### src/rtl/pb_event_pkg.sv
// Shared definitions for the push-button event debouncer: parameter defaults,
// the per-channel debounced state type and a width helper.
package pb_event_pkg;

  localparam int PB_TICK_DIV_DEF   = 1000;
  localparam int PB_DEB_TICKS_DEF  = 500;
  localparam int PB_LONG_TICKS_DEF = 100000;

  typedef enum logic {PB_REL = 1'b0, PB_PRS = 1'b1} pb_state_e;

  // Counter width that never collapses to zero bits for tiny parameter values.
  function automatic int clog2_min1(input int n);
    return ($clog2(n) < 1) ? 1 : $clog2(n);
  endfunction

endpackage

### src/rtl/pb_tick_gen.sv
// Free-running sample-tick generator shared by every debounce channel.
// tick is high for one clk when the count sits at TICK_DIV-1.
module pb_tick_gen
  import pb_event_pkg::*;
#(
  parameter int TICK_DIV = PB_TICK_DIV_DEF
) (
  input  logic clk,
  input  logic rst,
  output logic tick
);

  localparam int            CW   = clog2_min1(TICK_DIV);
  localparam logic [CW-1:0] LAST = CW'(TICK_DIV - 1);

  logic [CW-1:0] cnt;

  always_ff @(posedge clk) begin
    if (rst)              cnt <= '0;
    else if (cnt == LAST) cnt <= '0;
    else                  cnt <= cnt + CW'(1);
  end

  assign tick = (cnt == LAST);

endmodule

### src/rtl/pb_event_debounce.sv
// Multi-channel push-button debouncer with press/release/long-press pulses,
// sticky press status and a maskable registered interrupt.
//
//   state  | meaning
//   PB_REL | debounced level is released
//   PB_PRS | debounced level is pressed
module pb_event_debounce
  import pb_event_pkg::*;
#(
  parameter int NUM_CH     = 4,
  parameter int ACTIVE_LOW = 1,
  parameter int TICK_DIV   = PB_TICK_DIV_DEF,
  parameter int DEB_TICKS  = PB_DEB_TICKS_DEF,
  parameter int LONG_TICKS = PB_LONG_TICKS_DEF
) (
  input  logic              clk,
  input  logic              rst,
  input  logic [NUM_CH-1:0] pb_in,
  output logic [NUM_CH-1:0] pb_level,
  output logic [NUM_CH-1:0] press_pulse,
  output logic [NUM_CH-1:0] release_pulse,
  output logic [NUM_CH-1:0] long_pulse,
  output logic [NUM_CH-1:0] evt_status,
  input  logic [NUM_CH-1:0] evt_clr,
  input  logic [NUM_CH-1:0] irq_mask,
  output logic              irq
);

  localparam int DCW = clog2_min1(DEB_TICKS + 1);
  localparam int HCW = clog2_min1(LONG_TICKS + 1);

  localparam logic             INACT     = (ACTIVE_LOW != 0);
  localparam logic [DCW-1:0]   DEB_LAST  = DCW'(DEB_TICKS - 1);
  localparam logic [HCW-1:0]   HOLD_MAX  = HCW'(LONG_TICKS);
  localparam logic [HCW-1:0]   HOLD_LAST = HCW'(LONG_TICKS - 1);

  logic tick;

  pb_tick_gen #(.TICK_DIV(TICK_DIV)) u_tick (
    .clk  (clk),
    .rst  (rst),
    .tick (tick)
  );

  for (genvar i = 0; i < NUM_CH; i++) begin : g_ch
    logic           sync_q1, sync_q2, s;
    pb_state_e      stable;
    logic [DCW-1:0] dcnt;
    logic [HCW-1:0] hcnt;
    logic           prs_q, rel_q, long_q;

    // Normalised so that 1 always means pressed.
    assign s = sync_q2 ^ INACT;

    always_ff @(posedge clk) begin
      if (rst) begin
        sync_q1 <= INACT;
        sync_q2 <= INACT;
        stable  <= PB_REL;
        dcnt    <= '0;
        hcnt    <= '0;
        prs_q   <= 1'b0;
        rel_q   <= 1'b0;
        long_q  <= 1'b0;
      end else begin
        sync_q1 <= pb_in[i];
        sync_q2 <= sync_q1;
        prs_q   <= 1'b0;
        rel_q   <= 1'b0;
        long_q  <= 1'b0;

        if (s == stable) begin
          dcnt <= '0;
        end else if (tick) begin
          if (dcnt == DEB_LAST) begin
            stable <= pb_state_e'(s);
            dcnt   <= '0;
            prs_q  <= s;
            rel_q  <= ~s;
          end else begin
            dcnt <= dcnt + DCW'(1);
          end
        end

        // Saturating hold count: long_q fires only on the step into HOLD_MAX.
        if (stable == PB_REL) begin
          hcnt <= '0;
        end else if (tick && (hcnt != HOLD_MAX)) begin
          hcnt   <= hcnt + HCW'(1);
          long_q <= (hcnt == HOLD_LAST);
        end
      end
    end

    assign pb_level[i]      = (stable == PB_PRS);
    assign press_pulse[i]   = prs_q;
    assign release_pulse[i] = rel_q;
    assign long_pulse[i]    = long_q;
  end

  // Set has priority over a coincident clear.
  always_ff @(posedge clk) begin
    if (rst) begin
      evt_status <= '0;
      irq        <= 1'b0;
    end else begin
      evt_status <= (evt_status & ~evt_clr) | press_pulse;
      irq        <= |(evt_status & irq_mask);
    end
  end

endmodule
### config.mk
export PLATFORM = sky130hd
export DESIGN_NAME = pb_event_debounce
export DESIGN_NICKNAME = d
export VERILOG_FILES = /design/src/rtl/pb_event_pkg.sv /design/src/rtl/pb_tick_gen.sv /design/src/rtl/pb_event_debounce.sv
export SDC_FILE = /design/constraint.sdc
export NUM_CORES = 1
export LEC_CHECK = 0
export ABC_AREA = 1
export ABC_CLOCK_PERIOD_IN_PS = 2000
export BUFFER_PORTS_ARGS = -buffer_cell sky130_fd_sc_hd__buf_2
export CORE_UTILIZATION = 62
export CTS_CLUSTER_SIZE = 8
export DETAILED_ROUTE_END_ITERATION = 8
export PLACE_DENSITY = 0.8
export SLEW_MARGIN = 15
export SYNTH_ARGS = -nofsm -noshare
export SYNTH_HDL_FRONTEND = slang
export SYNTH_SLANG_ARGS = --single-unit
### constraint.sdc
create_clock -name clk -period 2 [get_ports clk]
set_clock_uncertainty 0.1 [all_clocks]
set_input_delay 0.1 -clock clk [delete_from_list [all_inputs] [get_ports clk]]
set_output_delay 0.1 -clock clk [all_outputs]
set_load 0.02 [all_outputs]
[Word-level counts from Yosys, hierarchy flattened]
Index checks and enable logic that the tools add are counted.
Storage, ports and cells
  latch bits: 0
  bits in read-only memories: 0
  bits in writable memories: 0
  flip-flop bits (word level): 143
  memories: 0
  word-level logic and storage cells: 116
Operators by class
  add/subtract/negate cells: 9
  reductions and logical operators: 26
  bitwise gates (word level): 25
  mux-type cells: 4
  shift operators: 0
  equality and inequality tests: 17
  div/mod/pow operators: 0
  multiply operators: 0
  $lt $le $gt $ge: 0
Operator list (count)
  adder 17 x 1 -> 17 bit (second input constant): 4
  equality test 17 bit (second input constant): 4
  != test 17 bit (second input constant): 4
  adder 9 x 1 -> 9 bit (second input constant): 4
  equality test 9 bit (second input constant): 4
  2-to-1 mux 9 bit: 4
  inverter 1 bit: 21
  OR reduction 4 bit: 5
  OR reduction 2 bit: 9
  AND reduction 3 bit: 4
  OR reduction 3 bit: 4
  adder 10 x 1 -> 10 bit (second input constant): 1
  equality test 10 bit (second input constant): 1
  bitwise AND 4 bit: 2
  equality test 1 bit: 4
  logical AND 1 bit: 4
  inverter 4 bit: 1
  bitwise OR 4 bit: 1

[Logic depth before layout (Yosys ltp)]
Gate-level depths: netlist of the first run.
  word-level depth: 4
  gate-level depth with buffers: 12

[By module]
Synthesis of the first run repeated with hierarchy kept, for this count alone.
Second synthesis, totals
  cell total of the unflattened synthesis: 1004
  area total of the unflattened synthesis: 6861.6 um^2
By module, submodules not included
  pb_event_debounce: cells an instance 938, times used 1, area each 6366.1 um^2, sequential area each 2662.6 um^2
  pb_tick_gen: cells an instance 66, times used 1, area each 495.5 um^2, sequential area each 200.2 um^2

[Worst setup path before layout of the first run]
No wires, ideal clock.
  path type: register to register
  start: reg u_tick.cnt[0]
  end: reg g_ch[1].hcnt[16]
  setup slack: 404 ps
  setup time: 116 ps
  stages on the path, launching flop included: 11
  data arrival time: 1380 ps
  required time: 1784 ps
  cell sequence: dfxtp_1 -> ha_1 -> nand2_2 -> inv_1 -> nand3_1 -> nor2_2 -> buf_6 -> nand2_2 -> buf_2 -> nor3_2 -> nor2_1
Between the ends
  longest elaborated chain between the ends: 2
RTL lines
  from (decl): RTL line pb_tick_gen.sv:16  | logic [CW-1:0] cnt;
  from (signal assigned): RTL line pb_tick_gen.sv:21  | else cnt <= cnt + CW'(1);
  equality test 10 bit: RTL line pb_tick_gen.sv:24  | assign tick = (cnt == LAST);
  logical AND 1 bit: RTL line pb_event_debounce.sv:88  | end else if (tick && (hcnt != HOLD_MAX)) begin
  to (signal assigned): RTL line pb_event_debounce.sv:89  | hcnt <= hcnt + HCW'(1);
  to (decl): RTL line pb_event_debounce.sv:49  | logic [HCW-1:0] hcnt;
Every way passes these cells.
A chain may end at the register's enable or synchronous reset.

[Final worst setup path of the first run]
  start: reg u_tick.cnt[0]
  end: reg g_ch[1].hcnt[7]
Same word-level chain as after synthesis.

==> out/results.md, run 1 <==
- 0.2972 ns — tightest hold margin
- ha_2, nand2_2, inv_1, nand3_1, nor2_4, buf_12, nand2_2, inv_1, nand2_1, a21oi_1 — list of cells traversed by the critical path
- 0.5919 mV — peak ir drop on the vdd network
- 30 — number of different library cells in the post-synthesis netlist
- 1.3% — combinational power share
- 10 — Reg2Reg Depth
- 41.25% — synthesized-area fraction occupied by and/or/nand/nor cells
- 0.43 ns — clock latency on the worst-skew pair
- 15 — largest fanout on the critical path
- sky130_fd_sc_hd__dfxtp_1 — cell with the largest stage delay on the worst path
- 1281 — layout net count
- u_tick.cnt[0] — startpoint of the lowest-slack register-to-register path
- 10 — stages on the worst setup path
- 4 — maximum level of the CTS H-tree
- 0.12 ns — worst reg2reg setup slack
- 0 — Finish-stage setup viols
- 11330 um — HPWL after detailed placement
- sky130_fd_sc_hd__nand2_1 — most common library cell in the layout ignoring fill and taps
- simple AND/OR/NAND/NOR gates — combinational family with the most area after synthesis
- 36.72% — sequential fraction of the synthesis area
- 1.220 mW — power spent charging and discharging nets
- sky130_fd_sc_hd__dfxtp_1 — most area-hungry cell type in the Yosys netlist
- 5.294% — GR met3 Demand/Resource
- 7437 — detailed-route via count
- 72.63% — Post-Route Utilization
- 16550 um — Total Wirelength
- 0.37 ns — largest incremental delay on the critical path
- 66.09% — Slew Limit Headroom
- 2 — CTS max path bufs
- 564 — Iteration-0 DRC Markers
- 296 x sky130_fd_sc_hd__nand2_1, 227 x sky130_fd_sc_hd__nor2_1, 143 x sky130_fd_sc_hd__dfxtp_1, 140 x sky130_fd_sc_hd__inv_1, 126 x sky130_fd_sc_hd__nand3_1 — highest-count cells in the layout ignoring fill and taps
- 0 — final hold violation count
- flip-flop — crit path launch type
- 0 — number of antenna violations at the first check in global routing
- 143 — flops & latches, synth
- 6531 — vias in the first global route
- 0.8928 — RePlAce Congestion
- 3 — buffers plus inverters on the worst setup path
- u_tick.cnt[0] — launching element of the worst setup path
- 0 — diode insertion count for antenna repair
- g_ch[1].hcnt[7] — end point of the critical path
- 6.448 um^2 — post-synthesis average cell area
- 64.37% — initial cell density of the core
- in2reg — Hold Crit Class
- 12110 um^2 — core area
- sky130_fd_sc_hd__clkbuf_16 — library cell used as clock root buffer
- 114.1 um — floorplan die height
- 2.584% — Synth Area in XOR/XNOR
- 13030 um^2 — die area
- 2.26 ns — Critical Path RT
- simple AND/OR/NAND/NOR gates — kind of cell with the highest combined delay on the critical path
- 9.392% — fraction of layout instances using a drive strength above 1
- 0 — max cap viols
- 1236 — Synth Net Count
- 48.2% — register share of total power
- 39 — largest net degree at the start of global routing
- 27920 um — global-route wire length before repair
- 7796 um^2 — combined area of all synthesized cells
- met2 — most crowded layer after global routing
- 5.183 — Avg Vias per Cell
- 0 — remaining global-route overflow
- 44.48% — GR Layer Usage met2
- 12.84% — area added between synthesis and finish
- 0% — mux cell area share after synthesis
- complete, no violations — outcome
- 6.468% — post-synthesis compound-gate area fraction
- 0 — number of remaining DRC errors
- 35 — Top-Level Pins
- 532.3 MHz — Highest Clock Rate
- 4.729 mW — internal power summed over all cells
- 2.086% — fraction of the mapped netlist area in adder cells
- 3.276 nW — leakage power of the design
- g_ch[1].hcnt[7] — endpoint of the worst-slack reg-to-reg timing path
- 1209 — synthesized instance count
- 33.13% — global routing usage on met1
- 50.5% — clock share of power
- 676.3 nW/um^2 — power per unit of standard cell area
- 143 — Sinks on Clock Net
- 0 — count of antenna-violating nets left after detailed routing
- 40 — row count
- 2.14 ns — arrival time at the worst endpoint
- 5 — DR pass1 iterations
- 0 — count of final max-slew check failures
- 1.879 ns — post-layout min period
- 0.06 ns — Clock transition at path regs
- 0.5072 ns — worst slew pin tran
- 34 — number of port buffers
- 93.93% — period utilization
- 17 — number of buffers inserted during clock tree synthesis
- sky130_fd_sc_hd__dfxtp_1 37%, sky130_fd_sc_hd__nand2_1 14%, sky130_fd_sc_hd__nor2_1 11% — leading post-synthesis cells by cell area
- 11.53 um — post-DR wirelength/cell
- done — CTS tree
- reg2reg — Worst Setup Path Type
- 0 — Yosys warnings
- 20.51% — share of total power consumed by net switching
- 26.41% — global router's overall resource usage
- flip-flop — Setup crit end kind
- 114.1 um — overall die width
- 36.72% — post-synth top area share
[power by group through the flow]
stage	clock, mW	combinational (mW)	sequential, mW
global placement	0	0.0570	2.93
finish	3.00	0.0760	2.87
detailed placement	0	0.0585	2.93
global route	3.20	0.0847	2.87
floorplan	0	0.0356	2.93
CTS	3.06	0.0748	2.87
[worst reg2reg max path, stage by stage, from the launching register on]
cell	delay (ns)
sky130_fd_sc_hd__dfxtp_1	0.37
sky130_fd_sc_hd__ha_2	0.22
sky130_fd_sc_hd__nand2_2	0.07
sky130_fd_sc_hd__inv_1	0.08
sky130_fd_sc_hd__nand3_1	0.11
sky130_fd_sc_hd__nor2_4	0.17
sky130_fd_sc_hd__buf_12	0.18
sky130_fd_sc_hd__nand2_2	0.20
sky130_fd_sc_hd__inv_1	0.15
sky130_fd_sc_hd__nand2_1	0.06
sky130_fd_sc_hd__a21oi_1	0.11
[worst min path at each step]
stage,startpoint,to,slack (ns),depth (start not counted)
after floorplan,pb_in[0],g_ch[0].sync_q1,0.10,1
after global placement,pb_in[2],g_ch[2].sync_q1,0.18,2
after detailed placement,pb_in[0],g_ch[0].sync_q1,0.19,2
after CTS,pb_in[0],g_ch[0].sync_q1,0.27,3
after global routing,pb_in[1],g_ch[1].sync_q1,0.29,3
final,pb_in[0],g_ch[0].sync_q1,0.30,3
[through the flow]
stage	TNS, ns	std cells	total power, mW	worst slack, ns	cell area [um^2]
detailed placement	0	1387	2.990	0.1213	8053
finish	0	1435	5.950	0.1213	8797
global placement	0	1387	2.989	0.1691	8053
floorplan	0	1209	2.966	0.4044	7796
global route	-0.001091	1435	6.160	-0.001091	8797
CTS	0	1431	6.000	0.1069	8743
[registers in the layout, indices dropped and copies added (netlist names)]
register	flops
evt_status	4
g_ch.dcnt	36
g_ch.hcnt	68
g_ch.long_q	4
g_ch.prs_q	4
g_ch.rel_q	4
g_ch.stable	4
g_ch.sync_q1	4
g_ch.sync_q2	4
irq	1
u_tick.cnt	10
[repair_timing]
| item | CTS | global route |
|---|---|---|
| endpoints found under the hold margin | 10 | 0 |
| gates resized for setup | 0 | 2 |
| setup buffers | 0 | 3 |
| hold buffers | 12 | 0 |
| setup endpoints to repair | 0 | 10 |
[kinds of logic after synthesis]
family                     after synthesis
and+or+nand+nor                        745
AOI/OAI and AO/OA                       98
DFF                                    143
buffers and inverters                  187
xor gates and xnor gates                23
adders and majority gates               13
[final cells by class]
cell class	count	area [um^2]
fill	990	3314
sequential	143	2863
clock buffer	22	484.2
tap	168	210.2
clock inverter	10	86.33
multi-input combinational	879	4091
inverter	144	540.5
timing repair buffer	69	521.8
[metal layers]
metal | part of all wire (%) | up-vias | routed length [um]
met2 | 46 | 158 | 7646
met5 | 0 | - | 0
li1 | - | 3930 | -
met3 | 4.4 | 28 | 721
met1 | 48 | 3321 | 7885
met4 | 1.8 | 0 | 299
[synthesized netlist by cell type]
cell / count
sky130_fd_sc_hd__a211oi_1: 1
sky130_fd_sc_hd__a21oi_1: 74
sky130_fd_sc_hd__a41oi_1: 1
sky130_fd_sc_hd__buf_2: 10
sky130_fd_sc_hd__buf_4: 22
sky130_fd_sc_hd__buf_6: 7
sky130_fd_sc_hd__clkbuf_1: 4
sky130_fd_sc_hd__clkinv_1: 2
sky130_fd_sc_hd__dfxtp_1: 143
sky130_fd_sc_hd__ha_1: 13
sky130_fd_sc_hd__inv_1: 140
sky130_fd_sc_hd__inv_2: 2
sky130_fd_sc_hd__nand2_1: 296
sky130_fd_sc_hd__nand2_2: 6
sky130_fd_sc_hd__nand3_1: 126
sky130_fd_sc_hd__nand3_2: 1
sky130_fd_sc_hd__nand3b_1: 14
sky130_fd_sc_hd__nand4_1: 31
sky130_fd_sc_hd__nor2_1: 227
sky130_fd_sc_hd__nor2_2: 7
sky130_fd_sc_hd__nor3_1: 15
sky130_fd_sc_hd__nor3_2: 3
sky130_fd_sc_hd__nor3b_1: 6
sky130_fd_sc_hd__nor4_1: 2
sky130_fd_sc_hd__o211ai_1: 1
sky130_fd_sc_hd__o21ai_0: 19
sky130_fd_sc_hd__o21bai_1: 2
sky130_fd_sc_hd__or2_2: 11
sky130_fd_sc_hd__xnor2_1: 4
sky130_fd_sc_hd__xor2_1: 19
(Power assumes the default switching activity.)
==> inputs of run 2 (changes only) <==
--- a/config.mk
+++ b/config.mk
@@ -6,13 +6,14 @@
 export NUM_CORES = 1
 export LEC_CHECK = 0
 export ABC_AREA = 1
-export ABC_CLOCK_PERIOD_IN_PS = 2000
+export ABC_CLOCK_PERIOD_IN_PS = 1550
 export BUFFER_PORTS_ARGS = -buffer_cell sky130_fd_sc_hd__buf_2
-export CORE_UTILIZATION = 62
+export CORE_UTILIZATION = 55
 export CTS_CLUSTER_SIZE = 8
 export DETAILED_ROUTE_END_ITERATION = 8
-export PLACE_DENSITY = 0.8
+export PLACE_DENSITY = 0.76
 export SLEW_MARGIN = 15
 export SYNTH_ARGS = -nofsm -noshare
 export SYNTH_HDL_FRONTEND = slang
+export SYNTH_HIERARCHICAL = 1
 export SYNTH_SLANG_ARGS = --single-unit
==> constraint.sdc (replaced) <==
create_clock -name clk -period 1.55 [get_ports clk]
set_clock_uncertainty 0.1 [all_clocks]
set_input_delay 0.0775 -clock clk [delete_from_list [all_inputs] [get_ports clk]]
set_output_delay 0.0775 -clock clk [all_outputs]
set_load 0.02 [all_outputs]
==> out/results.md, run 2 <==
- 6.484 mW — internal power summed over all cells, was 4.729 mW
- 168 x sky130_fd_sc_hd__nand2_1, 154 x sky130_fd_sc_hd__nor2_1, 139 x sky130_fd_sc_hd__dfxtp_1, 101 x sky130_fd_sc_hd__inv_1, 64 x sky130_fd_sc_hd__buf_4 — highest-count cells in the layout ignoring fill and taps, was 296 x sky130_fd_sc_hd__nand2_1, 227 x sky130_fd_sc_hd__nor2_1, 143 x sky130_fd_sc_hd__dfxtp_1, 140 x sky130_fd_sc_hd__inv_1, 126 x sky130_fd_sc_hd__nand3_1
- 1032 — Synth Net Count, was 1236
- -0.60 ns — worst reg2reg setup slack, was 0.12 ns
- 0.6524 ns — worst slew pin tran, was 0.5072 ns
- 30470 um — global-route wire length before repair, was 27920 um
- 45.66% — area added between synthesis and finish, was 12.84%
- 68 — flip-flop count of the largest register after layout, unchanged
- 34.16% — fraction of layout instances using a drive strength above 1, was 9.392%
- 5 — largest fanout on the critical path, was 15
- -0.6009 ns — worst setup margin, was 0.1213 ns
- simple AND/OR/NAND/NOR gates — combinational family with the most area after synthesis, unchanged
- 0.8741 mV — peak ir drop on the vdd network, was 0.5919 mV
- 2.41 ns — arrival time at the worst endpoint, was 2.14 ns
- -0.01132 ns — tightest hold margin, was 0.2972 ns
- 2.936% — Synth Area in XOR/XNOR, was 2.584%
- 123 — Finish-stage setup viols, was 0
- 6.834 um^2 — post-synthesis average cell area, was 6.448 um^2
- 33 — number of different library cells in the post-synthesis netlist, was 30
- 0 — remaining global-route overflow, unchanged
- 0 — number of antenna violations at the first check in global routing, unchanged
- rst — worst hold start, was pb_in[0]
- sky130_fd_sc_hd__dfxtp_1 — most area-hungry cell type in the Yosys netlist, unchanged
- 1183 — layout net count, was 1281
- 823.0 nW/um^2 — power per unit of standard cell area, was 676.3 nW/um^2
- 1 — final hold violation count, was 0
- sky130_fd_sc_hd__nand2_1 — most common library cell in the layout ignoring fill and taps, unchanged
- sky130_fd_sc_hd__dfxtp_1 — dominant register cell in the synthesized netlist, unchanged
- g_ch[2].dcnt[8] — endpoint of the worst-slack reg-to-reg timing path, was g_ch[1].hcnt[7]
- 17 — largest net degree at the start of global routing, was 39
- 12060 um^2 — core area, was 12110 um^2
- simple AND/OR/NAND/NOR gates — kind of cell with the highest combined delay on the critical path, unchanged
- g_ch.hcnt (68), g_ch.dcnt (36), u_tick/cnt (10) — biggest regs, was g_ch.hcnt (68), g_ch.dcnt (36), u_tick.cnt (10)
- -0.3797 ns — DP Worst Slack, was 0.1213 ns
- 21.17% — share of total power consumed by net switching, was 20.51%
- 16.63 um — post-DR wirelength/cell, was 11.53 um
- sky130_fd_sc_hd__dfxtp_1 42%, sky130_fd_sc_hd__nand2_1 12%, sky130_fd_sc_hd__nor2_1 11% — leading post-synthesis cells by cell area, was sky130_fd_sc_hd__dfxtp_1 37%, sky130_fd_sc_hd__nand2_1 14%, sky130_fd_sc_hd__nor2_1 11%
- 0 — EDFF count, synth, unchanged
- 29.65% — global router's overall resource usage, was 26.41%
- yes — setup repair after global routing missed its margin
- u_tick/cnt[4] — startpoint of the lowest-slack register-to-register path, was u_tick.cnt[0]
- 0 — count of antenna-violating nets left after detailed routing, unchanged
- sky130_fd_sc_hd__clkbuf_16 — library cell used as clock root buffer, unchanged
- 0 — number of remaining DRC errors, unchanged
- 464.9 MHz — Highest Clock Rate, was 532.3 MHz
- 6.838% — post-synthesis compound-gate area fraction, was 6.468%
- 113.7 um — overall die width, was 114.1 um
- 10250 um — HPWL after detailed placement, was 11330 um
- 56.89% — initial cell density of the core, was 64.37%
- 0.06 ns — Clock transition at path regs, about the same
- 12930 um^2 — die area, was 13030 um^2
- 5.553 — Avg Vias per Cell, was 5.183
- 12 — Reg2Reg Depth, was 10
- 6823 — vias in the first global route, was 6531
- flip-flop — Setup crit end kind, unchanged
- 45.0% — register share of total power, was 48.2%
- 0 — count of final max-slew check failures, unchanged
- 0% — share of synthesized flip-flops with an asynchronous set or reset, unchanged
- reg2reg — Worst Setup Path Type, unchanged
- 0 — diode insertion count for antenna repair, unchanged
- 1004 — synthesized instance count, was 1209
- negative hold slack, negative setup slack — failing checks
- g_ch.hcnt — register with the most flip-flops, unchanged
- 0.44 ns — clock latency on the worst-skew pair, was 0.43 ns
- 1.9% — combinational power share, was 1.3%
- 6862 um^2 — combined area of all synthesized cells, was 7796 um^2
- 2.151 ns — post-layout min period, was 1.879 ns
- 1.81 ns — Critical Path RT, was 2.26 ns
- flip-flop — crit path launch type, unchanged
- 143 — Sinks on Clock Net, unchanged
- done — CTS tree, unchanged
- 0.31 ns — largest incremental delay on the critical path, was 0.37 ns
- in2reg — Hold Crit Class, unchanged
- sky130_fd_sc_hd__nand2_1 — dominant cell by count in the synthesized netlist, unchanged
- 5 — DR pass1 iterations, unchanged
- finished with violations — outcome, was complete, no violations
- 41.72% — sequential fraction of the synthesis area, was 36.72%
- nor2_1, nand4_1, nor3_4, buf_4, buf_8, buf_4, nand3_4, nor2_4, nand3_2, o21ai_1, nand2_1, nor2_1 — list of cells traversed by the critical path, was ha_2, nand2_2, inv_1, nand3_1, nor2_4, buf_12, nand2_2, inv_1, nand2_1, a21oi_1
- 2.553% — fraction of the mapped netlist area in adder cells, was 2.086%
- 0% — mux cell area share after synthesis, unchanged
- 0 — max cap viols, unchanged
- 3.914 nW — leakage power of the design, was 3.276 nW
- 6 — Yosys warnings, was 0
- 34 — number of port buffers, unchanged
- g_ch[3].sync_q2 — end point of the worst hold path, was g_ch[0].sync_q1
- 8.225 mW — post-route total power, was 5.950 mW
- 3 — hold path cells, unchanged
- 4 — maximum level of the CTS H-tree, unchanged
- 35 — Top-Level Pins, unchanged
- 223 x sky130_fd_sc_hd__nand2_1, 204 x sky130_fd_sc_hd__nor2_1, 143 x sky130_fd_sc_hd__dfxtp_1 — most frequent cells after synthesis, was 296 x sky130_fd_sc_hd__nand2_1, 227 x sky130_fd_sc_hd__nor2_1, 143 x sky130_fd_sc_hd__dfxtp_1
- 56.34% — Slew Limit Headroom, was 66.09%
- 40 — row count, unchanged
- 22220 um — Total Wirelength, was 16550 um
- 0.9070 — RePlAce Congestion, was 0.8928
- 17 — number of buffers inserted during clock tree synthesis, unchanged
- 1.741 mW — power spent charging and discharging nets, was 1.220 mW
- 113.7 um — floorplan die height, was 114.1 um
- 769 — Iteration-0 DRC Markers, was 564
- sky130_fd_sc_hd__dfxtp_1 — cell with the largest stage delay on the worst path, unchanged
- 53.0% — clock share of power, was 50.5%
- 7419 — detailed-route via count, was 7437
- 3 — buffers plus inverters on the worst setup path, unchanged
- 36.96% — synthesized-area fraction occupied by and/or/nand/nor cells, was 41.25%
- 41.72% — post-synth top area share, was 36.72%
- 138.8% — period utilization, was 93.93%
- 2 — CTS max path bufs, unchanged
- 143 — flops & latches, synth, unchanged
[run 2: kinds of logic after synthesis]
| logic type | after synthesis |
|---|---|
| compound gates | 90 |
| xor+xnor | 23 |
| fa+ha+maj | 14 |
| buf+inv | 145 |
| flops | 143 |
| simple gates | 589 |
[run 2: worst register-to-register path, delay by kind of cell (launching register included)]
kind                   cells  cell delay, ns
AOI/OAI and AO/OA          1            0.14
buffers and inverters      3            0.41
DFF                        1            0.31
and+or+nand+nor            8            1.13
[run 2: cell type report]
type / count / area, um^2
inverters: 119 / 485.5
repair inverters: 1 / 11.26
well taps: 168 / 210.2
flip-flops and latches: 143 / 2870
clock buffers: 21 / 480.5
repair buffers: 157 / 1365
clock inverters: 11 / 152.6
multi-input cells: 716 / 4419
fillers: 629 / 2067
[run 2: per-layer routing]
layer	global-route usage, %	wire [um]
met5	0	0
met4	13.86	964
met3	5.845	1246
met2	53.46	11530
met1	33.64	8477
[run 2: timing repair]
action                                  in CTS  in global routing
endpoints found under the setup margin     113                133
setup buffers                               28                 23
gates cloned                                 2                  1
endpoints found under the hold margin       18                  5
pin swaps                                   40                 60
gates resized for setup                    135                153
hold buffers                                19                  3
[run 2: per-stage QoR]
stage,utilization [%],hold WS (ns),setup TNS [ns],area [um^2],instances
after floorplan,-,0.08131,-7.965,7036,1004
after global placement,64.26,0.1609,-19.58,7751,1244
after detailed placement,64.26,0.1648,-24.38,7751,1244
after CTS,77.33,0.3109,-29.04,9328,1323
after global routing,82.86,0.005605,-53.43,9995,1336
final,82.86,-0.01132,-46.78,9995,1336
[run 2: worst max-delay path by stage]
stage                  start               end  slack [ns]  cells past startpoint
2_1_floorplan  u_tick/cnt[7]  g_ch[0].hcnt[15]       -0.21                     10
3_3_place_gp   u_tick/cnt[7]   g_ch[0].hcnt[9]       -0.33                     10
3_5_place_dp   u_tick/cnt[7]   g_ch[0].hcnt[9]       -0.38                     10
4_1_cts        u_tick/cnt[7]   g_ch[3].dcnt[8]       -0.38                     15
5_1_grt        u_tick/cnt[4]   g_ch[2].dcnt[8]       -0.63                     12
6_report       u_tick/cnt[4]   g_ch[2].dcnt[8]       -0.60                     12
[run 2: power by group through the flow]
| stage | combinational, mW | sequential [mW] | clock [mW] |
|---|---|---|---|
| finish | 0.158 | 3.71 | 4.36 |
| global route | 0.165 | 3.70 | 4.51 |
| CTS | 0.130 | 3.70 | 4.36 |
| detailed placement | 0.0940 | 3.78 | 0 |
| global placement | 0.0910 | 3.78 | 0 |
| floorplan | 0.0459 | 3.78 | 0 |
==> inputs of run 3 (changes only) <==
--- a/config.mk
+++ b/config.mk
@@ -12,6 +12,8 @@
 export CTS_CLUSTER_SIZE = 8
 export DETAILED_ROUTE_END_ITERATION = 8
 export PLACE_DENSITY = 0.76
+export REMOVE_ABC_BUFFERS = 1
+export SKIP_LAST_GASP = 1
 export SLEW_MARGIN = 15
 export SYNTH_ARGS = -nofsm -noshare
 export SYNTH_HDL_FRONTEND = slang
==> out/results.md, run 3 (synthesis gave the netlist of run 2 again) <==
- finished with violations — outcome, unchanged
- negative setup slack — failing checks, was negative hold slack, negative setup slack
- 1172 — layout net count, was 1183
- 5.290 — Avg Vias per Cell, was 5.553
- 0.42 ns — clock latency on the worst-skew pair, was 0.44 ns
- 17 — number of buffers inserted during clock tree synthesis, unchanged
- 36.18% — area added between synthesis and finish, was 45.66%
- 12060 um^2 — core area, unchanged
- 72.11% — Slew Limit Headroom, was 56.34%
- 0.8704 mV — peak ir drop on the vdd network, was 0.8741 mV
- -0.48 ns — worst reg2reg setup slack, was -0.60 ns
- -0.4487 ns — DP Worst Slack, was -0.3797 ns
- sky130_fd_sc_hd__clkbuf_16 — library cell used as clock root buffer, unchanged
- 35 — Top-Level Pins, unchanged
- 27.92% — global router's overall resource usage, was 29.65%
- 4 — maximum level of the CTS H-tree, unchanged
- 0 — remaining global-route overflow, unchanged
- 113.7 um — floorplan die height, unchanged
- 2.28 ns — arrival time at the worst endpoint, was 2.41 ns
- 130.7% — period utilization, was 138.8%
- 113.7 um — overall die width, unchanged
- 0 — diode insertion count for antenna repair, unchanged
- 49.02% — GR Layer Usage met2, was 53.46%
- 13 — Reg2Reg Depth, was 12
- 34 — number of port buffers, unchanged
- sky130_fd_sc_hd__nand2_1 — most common library cell in the layout ignoring fill and taps, unchanged
- 0 — number of antenna violations at the first check in global routing, unchanged
- 40 — row count, unchanged
- in2reg — Hold Crit Class, unchanged
- 7009 — detailed-route via count, was 7419
- yes — setup repair after global routing missed its margin, unchanged
- 28590 um — global-route wire length before repair, was 30470 um
- -0.4763 ns — worst setup margin, was -0.6009 ns
- g_ch.hcnt (68), g_ch.dcnt (36), u_tick/cnt (10) — biggest regs, unchanged
- 2.026 ns — post-layout min period, was 2.151 ns
- 77.47% — Post-Route Utilization, was 82.86%
- 0 — max cap viols, unchanged
- g_ch.hcnt — register with the most flip-flops, unchanged
- u_tick/cnt[1] — startpoint of the lowest-slack register-to-register path, was u_tick/cnt[4]
- 32.13% — global routing usage on met1, was 33.64%
- 17 — largest net degree at the start of global routing, unchanged
- 143 — Sinks on Clock Net, unchanged
- done — CTS tree, unchanged
- 27.57% — fraction of layout instances using a drive strength above 1, was 34.16%
- 1235 — cell total after placement, was 1244
- flip-flop — Setup crit end kind, unchanged
- 899.7 nW/um^2 — power per unit of standard cell area, was 823.0 nW/um^2
- 6401 — vias in the first global route, was 6823
- 0 — count of antenna-violating nets left after detailed routing, unchanged
- 5 — DR pass1 iterations, unchanged
- 508 — Iteration-0 DRC Markers, was 769
- flip-flop — crit path launch type, unchanged
- 14.48 um — post-DR wirelength/cell, was 16.63 um
- g_ch[1].dcnt[7] — endpoint of the worst-slack reg-to-reg timing path, was g_ch[2].dcnt[8]
- reg2reg — Worst Setup Path Type, unchanged
- 191 x sky130_fd_sc_hd__nand2_1, 162 x sky130_fd_sc_hd__nor2_1, 139 x sky130_fd_sc_hd__dfxtp_1, 103 x sky130_fd_sc_hd__inv_1, 78 x sky130_fd_sc_hd__buf_4 — highest-count cells in the layout ignoring fill and taps, was 168 x sky130_fd_sc_hd__nand2_1, 154 x sky130_fd_sc_hd__nor2_1, 139 x sky130_fd_sc_hd__dfxtp_1, 101 x sky130_fd_sc_hd__inv_1, 64 x sky130_fd_sc_hd__buf_4
- 6.164% — GR met3 Demand/Resource, was 5.845%
- 0.4172 ns — worst slew pin tran, was 0.6524 ns
- 0.07 ns — Clock transition at path regs, was 0.06 ns
- u_tick/cnt[1] — launching element of the worst setup path, was u_tick/cnt[4]
- 1.80 ns — Critical Path RT, was 1.81 ns
- g_ch[1].dcnt[7] — end point of the critical path, was g_ch[2].dcnt[8]
- 5 — largest fanout on the critical path, unchanged
- 493.5 MHz — Highest Clock Rate, was 464.9 MHz
- 119 — Finish-stage setup viols, was 123
- 19190 um — Total Wirelength, was 22220 um
- 778 — Fillers, was 629
- met2 — most crowded layer after global routing, unchanged
- 0.8595 — RePlAce Congestion, was 0.9070
- 12930 um^2 — die area, unchanged
- 0.2806 ns — tightest hold margin, was -0.01132 ns
- 2 — CTS max path bufs, unchanged
- 0 — number of remaining DRC errors, unchanged
- 0 — count of final max-slew check failures, unchanged
- 0 — final hold violation count, was 1
- 3.722 nW — leakage power of the design, was 3.914 nW
- 1325 — Final Non-Filler Cells, was 1336
- 56.89% — initial cell density of the core, unchanged
- 9956 um — HPWL after detailed placement, was 10250 um
- -31.97 ns — setup TNS, was -46.78 ns
- 68 — flip-flop count of the largest register after layout, unchanged
run 3: cell types whose count changed in the layout (fill, tap and decap cells not counted), sizes merged:
| cell | delta |
|---|---|
| dlygate4sd3 | -6 |
| buf | -4 |
| bufinv | +2 |
| clkinvlp | -2 |
| inv | -2 |
| nand2 | +1 |
run 3: timing repair:
item                                    4_1_cts  5_1_grt
hold buffers                                 15        0
gates resized for setup                     114       93
gates cloned                                  0        1
endpoints found under the setup margin      114      121
pin swaps                                    51       48
buffers inserted                             38        9
hold endpoints to repair                     14        0
run 3: worst max-delay path: stages (launching register included):
cell                      delay [ns]
sky130_fd_sc_hd__dfxtp_2        0.35
sky130_fd_sc_hd__ha_4           0.14
sky130_fd_sc_hd__inv_2          0.04
sky130_fd_sc_hd__nor3_2         0.17
sky130_fd_sc_hd__buf_4          0.16
sky130_fd_sc_hd__buf_12         0.12
sky130_fd_sc_hd__buf_4          0.10
sky130_fd_sc_hd__buf_6          0.10
sky130_fd_sc_hd__nand2_4        0.06
sky130_fd_sc_hd__nor3_4         0.21
sky130_fd_sc_hd__nand2_1        0.13
sky130_fd_sc_hd__nand2_1        0.09
sky130_fd_sc_hd__nand3_1        0.07
sky130_fd_sc_hd__nor2_1         0.12
run 3: layout make-up:
type                            count  area, um^2  share of cell area [%]
Clock inverter                     10       181.4                   1.942
Timing Repair Buffer              146        1141                   12.21
Inverter                          119       461.7                   4.941
Clock buffer                       22       474.2                   5.075
Tap cell                          168       210.2                   2.250
Multi-Input combinational cell    717        4008                   42.89
Sequential cell                   143        2868                   30.69
run 3: worst min path at each step:
stage	from	to	slack, ns	depth (start not counted)
floorplan	rst	evt_status[0]	0.05	1
global route	pb_in[3]	g_ch[3].sync_q1	0.31	3
finish	pb_in[3]	g_ch[3].sync_q1	0.28	3
CTS	pb_in[0]	g_ch[0].sync_q1	0.26	3
detailed placement	pb_in[0]	g_ch[0].sync_q1	0.16	2
global placement	pb_in[0]	g_ch[0].sync_q1	0.16	2
run 3: routing by layer:
layer / vias up / routed length, um
met5: - / 0
met4: 0 / 762
met3: 74 / 869
met2: 239 / 9709
met1: 3220 / 7847
li1: 3476 / -
run 3: stage by stage:
stage | total power, mW | area, um^2
6_report | 8.407 | 9344
3_3_place_gp | 3.870 | 7502
3_5_place_dp | 3.874 | 7502
2_1_floorplan | 3.824 | 6691
4_1_cts | 8.382 | 8964
5_1_grt | 8.576 | 9344
run 3: where the power goes:
| group | leakage [nW] | switching, mW | internal [mW] | total, mW |
|---|---|---|---|---|
| logic | 2.25 | 0.0756 | 0.0689 | 0.145 |
| clock network | 0.321 | 1.57 | 2.98 | 4.55 |
| registers | 1.16 | 0.0149 | 3.69 | 3.71 |
| total | 3.72 | 1.66 | 6.74 | 8.41 |
